File: config.mk
export PLATFORM = sky130hd
export DESIGN_NAME = matvec_sequencer
export DESIGN_NICKNAME = d
export VERILOG_FILES = /design/src/rtl/matvec_sequencer.sv
export SDC_FILE = /design/constraint.sdc
export NUM_CORES = 1
export LEC_CHECK = 0
export BUFFER_PORTS_ARGS = -buffer_cell sky130_fd_sc_hd__clkbuf_2
export CAP_MARGIN = 20
export CORE_AREA = 5 5 122 124
export CTS_CLUSTER_DIAMETER = 80
export DETAILED_ROUTE_END_ITERATION = 10
export DIE_AREA = 0 0 127 129
export HOLD_SLACK_MARGIN = 0.06
export PLACE_DENSITY = 0.7
export SYNTH_ARGS = -nofsm -noshare
export SYNTH_HDL_FRONTEND = slang
export SYNTH_SLANG_ARGS = --single-unit
File: constraint.sdc
create_clock -name clk -period 1.7 [get_ports clk]
set_input_delay 0.17 -clock clk [delete_from_list [all_inputs] [get_ports clk]]
set_output_delay 0.17 -clock clk [all_outputs]
set_load 0.01 [all_outputs]
File: src/rtl/matvec_sequencer.sv
// matvec_sequencer: go-triggered FIFO fill, skewed stream into the MAC array,
// then Avalon-MM write-back of the FIFO_DEPTH accumulators.
module matvec_sequencer #(
    parameter int DATA_WIDTH       = 8,
    parameter int FIFO_DEPTH       = 8,
    parameter int MEM_ADDR_WIDTH   = 32,
    parameter int MEM_DATA_WIDTH   = 64,
    parameter int RESULT_WIDTH     = 24,
    parameter int RESULT_BASE_ADDR = 9
) (
    input  logic                                 clk,
    input  logic                                 reset_n,
    input  logic                                 go,
    output logic                                 busy,
    output logic                                 done,
    output logic                                 err,
    output logic                                 fill_start,
    input  logic                                 fill_ready,
    output logic [FIFO_DEPTH-1:0]                a_rden,
    input  logic [FIFO_DEPTH-1:0]                a_empty,
    output logic                                 b_rden,
    input  logic                                 b_empty,
    output logic                                 mac_clr,
    output logic [FIFO_DEPTH-1:0]                mac_en,
    input  logic [FIFO_DEPTH*RESULT_WIDTH-1:0]   mac_result,
    output logic [MEM_ADDR_WIDTH-1:0]            address,
    output logic                                 write,
    output logic [MEM_DATA_WIDTH-1:0]            writedata,
    input  logic                                 waitrequest
);
    localparam int CW = $clog2(2*FIFO_DEPTH);
    localparam int RW = RESULT_WIDTH;

    if (DATA_WIDTH < 1 || RESULT_WIDTH > MEM_DATA_WIDTH) begin : g_bad_params
        $error("matvec_sequencer: illegal parameter combination");
    end

    typedef enum logic [2:0] {IDLE, FILL, WAIT_FILL, CLEAR, STREAM, DRAIN, WRITE, DONE} state_t;

    state_t                r_state;
    logic [CW-1:0]         r_k;
    logic [CW-1:0]         r_w;
    logic [FIFO_DEPTH-1:0] r_a_sched;
    logic [FIFO_DEPTH-1:0] r_mac_en;
    logic                  r_b_sched;
    logic                  r_busy;
    logic                  r_done;
    logic                  r_err;
    logic                  r_fill_start;
    logic                  r_mac_clr;
    logic                  r_write;
    logic [FIFO_DEPTH-1:0] w_a_rden;
    logic                  w_b_rden;
    logic                  w_underflow;
    logic [CW-1:0]         w_k_next;

    // Row r of A is read during stream steps r .. r+FIFO_DEPTH-1 (systolic skew)
    function automatic logic [FIFO_DEPTH-1:0] a_window(input logic [CW-1:0] k);
        a_window = '0;
        for (int r = 0; r < FIFO_DEPTH; r++)
            a_window[r] = (int'(k) >= r) && (int'(k) < r + FIFO_DEPTH);
    endfunction

    // Scheduled reads are gated by emptiness in the same cycle; a gated read is an underflow
    assign w_a_rden    = r_a_sched & ~a_empty;
    assign w_b_rden    = r_b_sched & ~b_empty;
    assign w_underflow = (|(r_a_sched & a_empty)) | (r_b_sched & b_empty);
    assign w_k_next    = r_k + 1'b1;

    always_ff @(posedge clk) begin
        if (!reset_n) begin
            r_state      <= IDLE;
            r_k          <= '0;
            r_w          <= '0;
            r_a_sched    <= '0;
            r_mac_en     <= '0;
            r_b_sched    <= 1'b0;
            r_busy       <= 1'b0;
            r_done       <= 1'b0;
            r_err        <= 1'b0;
            r_fill_start <= 1'b0;
            r_mac_clr    <= 1'b0;
            r_write      <= 1'b0;
        end else begin
            r_mac_en <= w_a_rden;
            if (w_underflow) r_err <= 1'b1;
            case (r_state)
                IDLE: if (go) begin
                    r_err        <= 1'b0;
                    r_busy       <= 1'b1;
                    r_fill_start <= 1'b1;
                    r_state      <= FILL;
                end
                FILL: begin
                    r_fill_start <= 1'b0;
                    r_state      <= WAIT_FILL;
                end
                WAIT_FILL: if (fill_ready) begin
                    r_mac_clr <= 1'b1;
                    r_state   <= CLEAR;
                end
                CLEAR: begin
                    r_mac_clr <= 1'b0;
                    r_k       <= '0;
                    r_a_sched <= a_window('0);
                    r_b_sched <= 1'b1;
                    r_state   <= STREAM;
                end
                STREAM: if (r_k == CW'(2*FIFO_DEPTH-2)) begin
                    r_a_sched <= '0;
                    r_b_sched <= 1'b0;
                    r_state   <= DRAIN;
                end else begin
                    r_k       <= w_k_next;
                    r_a_sched <= a_window(w_k_next);
                    r_b_sched <= w_k_next < CW'(FIFO_DEPTH);
                end
                DRAIN: begin
                    r_w     <= '0;
                    r_write <= 1'b1;
                    r_state <= WRITE;
                end
                WRITE: if (!waitrequest) begin
                    if (r_w == CW'(FIFO_DEPTH-1)) begin
                        r_write <= 1'b0;
                        r_done  <= 1'b1;
                        r_state <= DONE;
                    end else begin
                        r_w <= r_w + 1'b1;
                    end
                end
                DONE: begin
                    r_done  <= 1'b0;
                    r_busy  <= 1'b0;
                    r_state <= IDLE;
                end
                default: r_state <= IDLE;
            endcase
        end
    end

    assign busy       = r_busy;
    assign done       = r_done;
    assign err        = r_err;
    assign fill_start = r_fill_start;
    assign mac_clr    = r_mac_clr;
    assign mac_en     = r_mac_en;
    assign a_rden     = w_a_rden;
    assign b_rden     = w_b_rden;
    assign write      = r_write;
    // Write data is muxed live: the final accumulate lands at the end of DRAIN
    assign address    = r_write ? MEM_ADDR_WIDTH'(RESULT_BASE_ADDR) + MEM_ADDR_WIDTH'(r_w) : '0;
    assign writedata  = r_write ? MEM_DATA_WIDTH'(mac_result[int'(r_w)*RW +: RW]) : '0;
endmodule
==> flow_metrics.py <==
metrics = {
    "setup_path": {
        "cp_data_required_time_ns": 1.53,
        "critPathKind": "flop to output port",
        "r2r_end": "r_w[1]",
        "path_cells": "buf_12 > mux4_2 > mux2i_1 > nor2_1 > clkbuf_2",
        "worstSetupStartpointType": "flop",
        "timing.rr.start": "r_w[0]",
        "r2r_slack_ns": -0.09,
        "endpoint_kind": "output port",
        "slowest_delay_ns": 0.50,
        "reg2reg_depth": 6,
        "cp.arrival_ns": 1.82,
        "critPathMaxFanout": 14,
        "slowest_stage": "mux4_2",
    },
    "sta": {
        "rsz0062_at_grt": "yes",
        "finalSetupTns_ns": -5.74,
        "finalClockSkew_ns": 0.00348,
        "maxSlewViolCount": 0,
        "finalHoldViolations": 0,
        "clock.fmax_mhz": 501,
        "hold_ws_ns": 0.162,
        "fin_crit_sh_pct": 117,
        "setup_slack_ns": -0.295,
        "setup_viol": 28,
        "fin_crit_ns": 1.99,
    },
    "routing": {
        "routed-via-count": 3843,
        "drt-vias-per-instance": 4.57,
        "wl_mm": 14.9,
        "post_drt_wl_per_cell_um": 17.7,
        "drt_iter0_drc": 174,
        "route.detailed.drc": 0,
        "drtAntennaViolNets": 0,
        "first_pass_iters": 4,
    },
    "synth": {
        "synth_edf_count": 0,
        "syn-mean-instance-area_sq_um": 9.78,
        "synth_common_cells": "69 x buf_4, 48 x mux4_2, 34 x nor2_1",
        "syn-cell-area_sq_um": 3710,
        "ys_seq_area_share_pct": 17.8,
        "yosys_warnings": 0,
        "syn_inst": 379,
        "synth_seq_cells": 33,
        "synth_cell_types": 47,
        "synth_top_area_share_pct": 29.2,
        "yosys.cell_count.top_type": "buf_4",
        "ys_async_sr_fraction_pct": 0,
        "synth_area_leader_cell": "mux4_2",
        "yosys-top-cells-area": "mux4_2 29%, dfxtp_1 18%, buf_4 14%",
        "synth-main-ff-cell": "dfxtp_1",
    },
    "cells_and_area": {
        "nFillCells": 1409,
        "nets": 874,
        "postLayoutCellArea_sq_um": 5520,
        "layout-drive-gt1-share_pct": 56.7,
        "syn2layout_area_growth_pct": 48.9,
        "n_antenna_cell": 0,
    },
    "pwr": {
        "powerDensity_nw_per_um2": 451,
        "p_total_mw": 2.49,
        "p_leak_nw": 2.55,
        "worst_ir_drop_vdd_uv": 470,
    },
    "placed_design": {
        "dp_hpwl_mm": 13.2,
        "io_buffers": 257,
        "post_dp_cell_area_sq_um": 5210,
        "gp_congestion": 0.904,
    },
    "global_routing": {
        "grt_pass1_vias": 3864,
        "antenna_found_initial": 0,
        "grt_pass1_wl_mm": 21.2,
        "overflow": 0,
        "grt_max_degree": 25,
        "grt.total_usage_pct": 16.5,
    },
    "floorplan": {
        "dieArea_sq_um": 16400,
        "core-area_sq_um": 13700,
        "start_util_pct": 27.1,
        "die_x_um": 127,
        "rows": 43,
        "chipHeight_um": 129,
        "ioPinCount": 325,
    },
    "clock_tree": {
        "cts_tree": "done",
        "cts_made_buffers": 5,
        "htreeDepth": 2,
        "clk_path_buf_depth": 2,
        "ctsHoldBuffers": 0,
        "clock-sinks": 33,
        "clk_pin_slew_ns": 0.05,
        "worstSkewPairLatency_ns": 0.28,
        "cts-root-buf": "clkbuf_16",
    },
    "flow_run": {
        "cap_violations": 0,
    },
    "worst_hold_path": {
        "hold_depth": 3,
        "holdPathEnd": "r_a_sched[5]",
        "hold_class": "input pin to flop",
        "min_from": "reset_n",
    },
    "status": {
        "violations": "setup timing",
        "status": "finished, violations left",
    },
}
## worst max-delay path by stage
stage	from	end	slack [ns]
after CTS	r_w[0]	writedata[16]	-0.31
after detailed placement	r_w[0]	writedata[16]	-0.05
after global routing	r_w[0]	writedata[23]	-0.36
final	r_w[0]	writedata[16]	-0.29
after global placement	r_w[0]	writedata[23]	-0.04
after floorplan	r_w[0]	writedata[10]	0.03
## state kept, by name, summed over array words and instances (netlist names)
| signal | flops |
|---|---|
| busy | 1 |
| done | 1 |
| err | 1 |
| fill_start | 1 |
| mac_clr | 1 |
| mac_en | 8 |
| r_a_sched | 8 |
| r_k | 4 |
| r_state | 3 |
| r_w | 4 |
| write | 1 |
## critical path: cells and delay by family, from the launching register on
kind          cells  cell delay (ns)
flops             1             0.42
buf+inv           2             0.33
simple gates      1             0.12
mux               2             0.66
## cell usage in the layout, fill, tap and decap left out, drive strengths merged, types with 6 or more instances in the layout
cell type,count
a21oi,18
a31oi,6
and2,12
buf,45
clkbuf,261
conb,67
dfxtp,33
ha,8
inv,6
mux2i,25
mux4,48
nand2,15
nand3,11
nor2,34
nor2b,11
o21ai,13
## metal layers
| metal | global-route usage (%) | part of all wire (%) |
|---|---|---|
| met5 | 0 | 0 |
| met4 | 4.35 | 1.9 |
| met3 | 3.49 | 8.9 |
| met1 | 21.4 | 39 |
| met2 | 28.1 | 50 |
## cell families (layout without fill, tap and decap cells)
group | after synthesis | in the layout | synth area share (%)
other | 1 | 67 | 0.101
xor gates and xnor gates | 6 | 6 | 1.82
and+or+nand+nor | 107 | 107 | 15.1
buffers and inverters | 98 | 314 | 17.5
adders and majority gates | 8 | 8 | 2.70
AOI/OAI and AO/OA | 52 | 52 | 8.81
DFF | 33 | 33 | 17.8
muxes | 74 | 74 | 36.2
## through the flow
step	cells	setup WS [ns]	utilization, %
6_report	841	-0.295	40.4
5_1_grt	841	-0.362	40.4
4_1_cts	837	-0.314	39.7
3_5_place_dp	827	-0.0502	38.1
3_3_place_gp	827	-0.0429	38.1
2_1_floorplan	445	0.0304	-
## where the power goes
group	total, mW	switching, mW	internal (mW)
sequential	0.816	0.0239	0.792
clock	1.07	0.338	0.732
combinational	0.604	0.278	0.326
## area by class of cell
class                      count  area (sq um)  area share (%)
multi-input combinational    314          2680            48.5
timing repair buffer         300          1750            31.7
sequential                    33           672            12.2
tap                          180           225            4.08
clock buffer                   6           139            2.52
clock inverter                 2          36.3           0.657
inverter                       6          22.5           0.408
## repair_timing
item | 4_1_cts | 5_1_grt
cloned | 0 | 1
buffers inserted | 2 | 3
resized for setup | 7 | 18
pin swaps | 2 | 2
endpoints found under the setup margin | 27 | 36
(Power assumes the default switching activity.)
